===== src/rtl/video_pkg.sv =====
// Shared types for the camera capture path: pixel lanes,
// the buffered word format and the lane packing helper.
package video_pkg;

  localparam int PIX_PER_WORD = 4;
  localparam int PIX_LANE_W = 32;
  localparam int PIX_W = 24;
  localparam int WORD_W = PIX_PER_WORD * PIX_LANE_W;
  localparam int DEF_HDISP = 1920;
  localparam int DEF_VDISP = 1080;

  typedef logic [PIX_PER_WORD-1:0][PIX_W-1:0] pix_t;

  typedef struct packed {
    logic              sof;
    logic              eol;
    logic [WORD_W-1:0] data;
  } word_t;

  function automatic logic [WORD_W-1:0] pack_word(
    input pix_t p
  );
    logic [WORD_W-1:0] w;
    w = '0;
    for (int k = 0; k < PIX_PER_WORD; k++)
      w[k*PIX_LANE_W +: PIX_W] = p[k];
    return w;
  endfunction

endpackage


===== src/rtl/video_pack_fifo.sv =====
// First-word-fall-through word buffer; a push into a full
// buffer is dropped unless a pop frees a slot that cycle.
module video_pack_fifo
  import video_pkg::*;
#(
  parameter int DEPTH = 16,
  parameter int LW = $clog2(DEPTH) + 1
) (
  input  logic          clk,
  input  logic          rst_n,
  input  logic          push,
  input  word_t         din,
  output logic          drop,
  input  logic          ready,
  output logic          valid,
  output word_t         dout,
  output logic [LW-1:0] level
);

  localparam int AW = $clog2(DEPTH);

  word_t          mem [DEPTH];
  logic [AW-1:0]  wr;
  logic [AW-1:0]  rd;
  logic           full;
  logic           pop;
  logic           wr_en;

  assign full  = level == LW'(DEPTH);
  assign valid = level != '0;
  assign pop   = valid && ready;
  assign wr_en = push && (!full || pop);
  assign drop  = push && full && !pop;
  assign dout  = valid ? mem[rd] : '0;

  always_ff @(posedge clk) begin
    if (wr_en)
      mem[wr] <= din;
  end

  always_ff @(posedge clk or negedge rst_n) begin
    if (!rst_n) begin
      wr    <= '0;
      rd    <= '0;
      level <= '0;
    end else begin
      if (wr_en)
        wr <= wr + AW'(1);
      if (pop)
        rd <= rd + AW'(1);
      unique case ({wr_en, pop})
        2'b10:   level <= level + LW'(1);
        2'b01:   level <= level - LW'(1);
        default: level <= level;
      endcase
    end
  end

endmodule


===== src/rtl/video_pixel_packer.sv =====
// Per-camera capture: packs four RGB pixels per 128-bit word
// with frame/line tags and buffers words for the write master.
module video_pixel_packer
  import video_pkg::*;
#(
  parameter int DATA_WIDTH = 128,
  parameter int PIX_WIDTH = 24,
  parameter int IMG_HDISP = DEF_HDISP,
  parameter int IMG_VDISP = DEF_VDISP,
  parameter int FIFO_DEPTH = 16
) (
  input  logic                        clk,
  input  logic                        rst_n,
  input  logic                        cmos_vsync,
  input  logic                        cmos_href,
  input  logic                        cmos_clken,
  input  logic [PIX_WIDTH-1:0]        cmos_data,
  output logic                        out_valid,
  input  logic                        out_ready,
  output logic [DATA_WIDTH-1:0]       out_data,
  output logic                        out_sof,
  output logic                        out_eol,
  output logic [$clog2(FIFO_DEPTH):0] fifo_level,
  output logic                        overflow,
  output logic                        line_err
);

  localparam logic [11:0] HD = 12'(IMG_HDISP);
  localparam logic [11:0] HLAST = 12'(IMG_HDISP - 1);
  localparam logic [10:0] VD = 11'(IMG_VDISP);

  logic        vsync_d1, href_d1, armed, sof_pending;
  logic [11:0] x, x_n;
  logic [10:0] y, y_n;
  logic [1:0]  lane, lane_n;
  pix_t        pix, pix_n;
  word_t       stg, stg_n, dout;
  logic        push_q, push_n, sof_n, err_n, drop;
  logic        fs, le, acc;

  assign fs  = cmos_vsync && !vsync_d1;
  assign le  = armed && href_d1 && !cmos_href;
  assign acc = (armed || fs) && cmos_href && cmos_clken;

  // Flush of the old line first, then frame restart, then the pixel.
  always_comb begin
    pix_n  = pix;
    lane_n = lane;
    x_n    = x;
    y_n    = y;
    sof_n  = sof_pending;
    err_n  = line_err;
    stg_n  = stg;
    push_n = 1'b0;
    if (le) begin
      if (lane != 2'd0) begin
        push_n = 1'b1;
        stg_n  = '{sof: sof_n, eol: 1'b1, data: pack_word(pix)};
        sof_n  = 1'b0;
        lane_n = 2'd0;
        pix_n  = '0;
      end
      if (x != HD)
        err_n = 1'b1;
      y_n = (y == '1) ? y : y + 11'd1;
      x_n = '0;
    end
    if (fs) begin
      err_n  = armed && (y_n != VD);
      sof_n  = 1'b1;
      x_n    = '0;
      y_n    = '0;
      lane_n = 2'd0;
      pix_n  = '0;
    end
    if (acc) begin
      pix_n[lane_n] = cmos_data;
      if (x_n >= HD)
        err_n = 1'b1;
      if (lane_n == 2'd3 || x_n == HLAST) begin
        push_n = 1'b1;
        stg_n  = '{sof: sof_n, eol: x_n == HLAST,
                   data: pack_word(pix_n)};
        sof_n  = 1'b0;
        lane_n = 2'd0;
        pix_n  = '0;
      end else begin
        lane_n = lane_n + 2'd1;
      end
      x_n = (x_n == '1) ? x_n : x_n + 12'd1;
    end
  end

  always_ff @(posedge clk or negedge rst_n) begin
    if (!rst_n) begin
      vsync_d1    <= 1'b0;
      href_d1     <= 1'b0;
      armed       <= 1'b0;
      sof_pending <= 1'b0;
      x           <= '0;
      y           <= '0;
      lane        <= '0;
      pix         <= '0;
      stg         <= '0;
      push_q      <= 1'b0;
      overflow    <= 1'b0;
      line_err    <= 1'b0;
    end else begin
      vsync_d1    <= cmos_vsync;
      href_d1     <= cmos_href;
      armed       <= armed || fs;
      sof_pending <= sof_n;
      x           <= x_n;
      y           <= y_n;
      lane        <= lane_n;
      pix         <= pix_n;
      stg         <= stg_n;
      push_q      <= push_n;
      overflow    <= fs ? 1'b0 : (overflow || drop);
      line_err    <= err_n;
    end
  end

  video_pack_fifo #(
    .DEPTH (FIFO_DEPTH)
  ) u_fifo (
    .clk   (clk),
    .rst_n (rst_n),
    .push  (push_q),
    .din   (stg),
    .drop  (drop),
    .ready (out_ready),
    .valid (out_valid),
    .dout  (dout),
    .level (fifo_level)
  );

  assign out_data = dout.data;
  assign out_sof  = dout.sof;
  assign out_eol  = dout.eol;

endmodule


===== config.mk =====
export PLATFORM = sky130hd
export DESIGN_NAME = video_pixel_packer
export DESIGN_NICKNAME = d
export VERILOG_FILES = /design/src/rtl/video_pkg.sv /design/src/rtl/video_pack_fifo.sv /design/src/rtl/video_pixel_packer.sv
export SDC_FILE = /design/constraint.sdc
export NUM_CORES = 2
export LEC_CHECK = 0
export BUFFER_PORTS_ARGS = -buffer_cell sky130_fd_sc_hd__buf_4
export CORE_MARGIN = 8
export CORE_UTILIZATION = 61
export CTS_BUF_LIST = sky130_fd_sc_hd__clkbuf_4 sky130_fd_sc_hd__clkbuf_8
export DETAILED_ROUTE_END_ITERATION = 8
export PLACE_DENSITY = 0.89
export SETUP_SLACK_MARGIN = 0.4
export SYNTH_ARGS = -nofsm -noshare
export SYNTH_HDL_FRONTEND = slang
export SYNTH_SLANG_ARGS = --single-unit

===== constraint.sdc =====
create_clock -name clk -period 13.29 [get_ports clk]
set_input_delay 1.9935 -clock clk [delete_from_list [all_inputs] [get_ports clk]]
set_output_delay 1.9935 -clock clk [all_outputs]
set_load 0.05 [all_outputs]

# After elaboration in Yosys (flattened, before gate mapping)
# Memories as Yosys holds them, arrays and structs flattened.
# Cells that the tools add are included.
# word_totals
reg_bits	271
memories	1
in_bits	30
romBits	0
mem_bits_rw	2080
latch_bits	0
output_inout_bits	138
# memory_table
name	words	width	read_ports	rd_clocked_by_memory_dff	write_ports	line_no	text
u_fifo.mem	16	130	1	0	1	video_pack_fifo.sv:22	word_t mem [DEPTH];
# op_classes
n_mul	0
shift	0
reduce_logical	22
order_cmp	3
bitwise_logic	0
div	0
add_sub_neg	7
eq_ne	9
muxes	43
# ops
cell	n
130-bit two-way mux	5
96-bit two-way mux	5
96-bit bitwise mux	1
24-bit demux with 2-bit select	1
12-bit two-way mux	4
11-bit two-way mux	3
24-bit two-way mux	1
1-bit two-way mux	17
12-bit by 1-bit adder with 12-bit output, second input constant	1
12-bit by 11-bit == test with 1-bit output, second input constant	1
12-bit == test, second input constant	1
12-bit by 11-bit greater-or-equal comparator with 1-bit output, second input constant	1
12-bit by 11-bit inequality test with 1-bit output, second input constant	1
11-bit by 1-bit adder with 11-bit output, second input constant	1
11-bit == test, second input constant	1
1-bit logical AND	11
11-bit inequality test, second input constant	1
2-bit two-way mux	5
5-bit case mux with 2 select lines	1
4-bit by 1-bit adder with 4-bit output, second input constant	2
5-bit by 1-bit adder with 5-bit output, second input constant	1
5-bit == test, second input constant	1
5-bit nonzero test	1
5-bit by 1-bit subtractor with 5-bit output, second input constant	1
8 further kinds	16

# Longest topological paths before layout
# depth
word_depth	11
depth_mapped	16
depth_no_buf	12

# Modules after synthesis
# From an unflattened synthesis, not the netlist that was laid out.
# hier_totals
cells_unflattened	4295
hier_area_um2	90300.4
# by_module_without_submodules
module	seq_area_each_um2	cells_each	area_per_inst_um2	instances
video_pack_fifo	62785.2	3441	79836.6	1
video_pixel_packer	6456.2	854	10463.8	1

# Least setup slack after synthesis
# No wires, ideal clock.
# synth_path
path_kind	input -> register
start	input out_ready
end	memory u_fifo.mem[10][0] (netlist name) (enable)
n_path_buf	1
required_ns	12.786
stages	6
path_slack_ns	6.925
t_arrival_ns	5.860
setup_time_ns	0.504
cell_sequence	nand3b_1 and2_1 clkbuf_1 inv_1 nor3b_1 and2_1
# synth_via
elab_chain_cells	5
# synth_lines
element	line_no	text
from (decl)	video_pixel_packer.sv:19	input logic out_ready,
1-bit logical AND	video_pack_fifo.sv:31	assign pop = valid && ready;
1-bit logical OR	video_pack_fifo.sv:32	assign wr_en = push && (!full || pop);
1-bit logical AND	video_pack_fifo.sv:32	
1-bit two-way mux	video_pack_fifo.sv:37	if (wr_en)
1-bit two-way mux (implied by the code)	video_pack_fifo.sv:38	mem[wr] <= din;
to (decl)	video_pack_fifo.sv:22	
# No other way between the ends.

# Worst setup path after layout
# layout_path
start	register u_fifo.rd[0]
end	output out_data[83]
# layout_via
elab_chain_cells	2
# layout_lines
element	line_no	text
from (decl)	video_pack_fifo.sv:24	logic [AW-1:0] rd;
from (signal assigned)	video_pack_fifo.sv:50	rd <= rd + AW'(1);
memory 16 x 130 bit	--	
130-bit two-way mux	video_pack_fifo.sv:34	assign dout = valid ? mem[rd] : '0;
to (decl)	video_pixel_packer.sv:20	output logic [DATA_WIDTH-1:0] out_data,
# No other way between the ends.

==> results.yml <==
finish:
  syn_to_final_growth_pct: 11.86
  drive_gt1_frac: 0.3278
  nets: 4385
  layout_common_cells: "edfxtp_1, mux4_2, clkbuf_8, dfrtp_1, buf_4"
  design_area_mm2: 0.1006
  final_common_cell: "edfxtp_1"
die:
  core_mm2: 0.1471
  start_util: 0.6113
  pin_count: 168
  dieArea_mm2: 0.1600
  rows: 141
  die_y_um: 400
  dieWidth_um: 400
placed_design:
  numPortBuffers: 167
  gp_congestion: 0.8175
  hpwlAfterDp_um: 121100
  postPlaceCellArea_mm2: 0.09333
route:
  first_iter_violations: 7261
  drt-pass1-iter-count: 7
  wl_per_cell_um: 36.49
  drc_errors: 0
  vias: 47510
  via_per_inst: 7.234
  drt_wl_total_um: 239700
  ant_nets: 0
global_routing:
  grt_pass1_vias: 49510
  grt_overflow: 0
  antenna_found_initial: 28
  grt_max_degree: 169
  track_usage: 0.2981
  grt_pass1_wl_um: 340300
timing:
  finalSetupTns_ns: 0
  max_freq_mhz: 132.2
  finalMaxSlewViolations: 0
  setup_viol: 0
  post-route-period-util: 0.5694
  final-hold-violation-count: 0
  period_needed_ns: 7.567
  rsz0062_at_grt: "false"
  relSlewSlack: 0.1611
  worst_pin_slew_ns: 1.258
  skew_ns: 0.08557
clock_network:
  postCtsResizedCells: 0
  htree_num_levels: 5
  tritoncts: "done"
  cts_hold_buf: 0
  clock_path_buffers: 4
  cts_buffers: 359
  clk_pin_slew_ns: 0.06
  postCtsSetupBuffers: 0
  clkSinkCount: 2351
  root_buffer: "clkbuf_8"
  clk_latency_ns: 1.06
synth:
  seq_area_frac_synth: 0.7698
  async_flop_share: 0.1153
  syn_area_per_cell_um2: 22.69
  synthTopCellsByArea: "edfxtp_1, mux4_2, dfrtp_1, and2_1, a221o_1"
  ys_ff_latch: 2351
  syn_area_mm2: 0.08995
  synth_edf_count: 2080
  syn-instance-count: 3965
  synth-main-ff-cell: "edfxtp_1"
  yosys_warnings: 0
  synth.distinct_cells: 56
  synth_nets: 4012
  synth_largest_area_cell: "edfxtp_1"
  yosys.area.top_type_share: 0.6944
power_and_ir_drop:
  leakage_nw: 34.58
  ir_drop_uv: 206.7
  power.total_mw: 21.33
  p_per_area_mw_per_mm2: 212.0
worst_setup_path:
  worstPathArrival_ns: 5.57
  cp_data_required_time_ns: 11.30
  reg2regPathDepth: 12
  criticalPathCategory: "reg2out"
  cp_max_fo: 118
  cp-end-kind: "output port"
  cp-start-kind: "flop"
status:
  status: "complete, no violations"
flow_run:
  cap_violations: 0
min_path:
  whs_path_depth: 1
  hold_class: "reg2reg"
-- cells by family (layout without fill, tap and decap cells) --
| group | Yosys count | count (layout) | share of synthesized area |
|---|---|---|---|
| simple gates | 455 | 455 | 0.02841 |
| fa+ha+maj | 17 | 17 | 0.002448 |
| xor+xnor | 24 | 24 | 0.002337 |
| mux | 659 | 659 | 0.1638 |
| flops | 2351 | 2351 | 0.7698 |
| other cells | 0 | 25 | 0 |
| buf+inv | 242 | 890 | 0.01221 |
| compound gates | 217 | 217 | 0.02100 |
-- cell usage after synthesis, drive strengths merged, types with 2 or more instances --
cell type	number
edfxtp	2080
nand2b	3
and2	182
nand3b	2
mux4	650
o22ai	2
and4	3
nor3	10
nor2b	2
clkbuf	116
xnor2	10
mux2i	6
a22o	72
xor2	14
a41oi	2
a21oi	14
inv	13
o21ai	12
nand4	7
mux2	3
o31ai	4
nand2	86
nor4	3
nand3	17
ha	16
o211ai	2
a21o	2
and3	103
nor2	30
nor3b	2
a31oi	5
dfrtp	271
buf	113
a221o	72
a22oi	23
-- registers in the layout (all words and copies together), names as in the netlist, 4 cells and up --
name and count:
stg 130, u_fifo.wr 4, pix 96, u_fifo.rd 4, u_fifo.mem 2080, y 11, x 12, u_fifo.level 5
-- final cells by class --
cell class	count	area (µm²)
Timing Repair Buffer	241	1917
Multi-Input combinational cell	1372	19700
Antenna cell	25	62.56
Clock inverter	104	674.4
Clock buffer	532	6546
Inverter	13	48.80
Tap cell	1930	2415
Sequential cell	2351	69260
Fill cell	7963	46520
-- layer usage --
layer	part of all wire	wire (µm)	GRT usage
met1	0.32	77340	0.3703
met2	0.49	116900	0.4813
met3	0.13	30220	0.08437
met4	0.063	15030	0.1605
met5	0.00075	179	0
-- worst max-delay path, stage by stage (launching register included) --
cell,delay [ns]
dfrtp_4,1.07
buf_4,0.86
buf_12,0.78
mux4_2,0.68
mux4_2,0.54
and2_1,0.24
buf_4,0.21
-- metrics by stage --
step	utilization	worst slack [ns]	hold slack, ns	cells
floorplan	-	6.925	0.4603	3965
global placement	0.6344	6.771	0.4753	5907
finish	0.6839	5.723	0.4956	6568
detailed placement	0.6344	6.639	0.4925	5907
CTS	0.6834	5.551	0.4922	6543
global route	0.6835	5.385	0.5225	6546
-- worst paths after layout --
check	endpoint	startpoint	slack [ns]
worst max register to register	stg[79]$_DFF_PN0_	armed$_DFF_PN0_	8.04
worst max-delay path	out_data[83]	u_fifo.rd[0]$_DFFE_PN0P_	5.72
worst min-delay path	stg[51]$_DFF_PN0_	pix[43]$_DFF_PN0_	0.50
max in group asynchronous	u_fifo.rd[3]$_DFFE_PN0P_	rst_n	10.60
worst min register to register	stg[51]$_DFF_PN0_	pix[43]$_DFF_PN0_	0.50
min in group asynchronous	stg[91]$_DFF_PN0_	rst_n	1.00
-- report_power, final --
| part | leakage (nW) | internal (mW) | switching [mW] |
|---|---|---|---|
| registers | 23.0 | 8.34 | 0.446 |
| clock network | 3.86 | 3.30 | 2.76 |
| logic | 7.71 | 2.69 | 3.79 |
No activity file was read; power rests on OpenSTA's default activity.
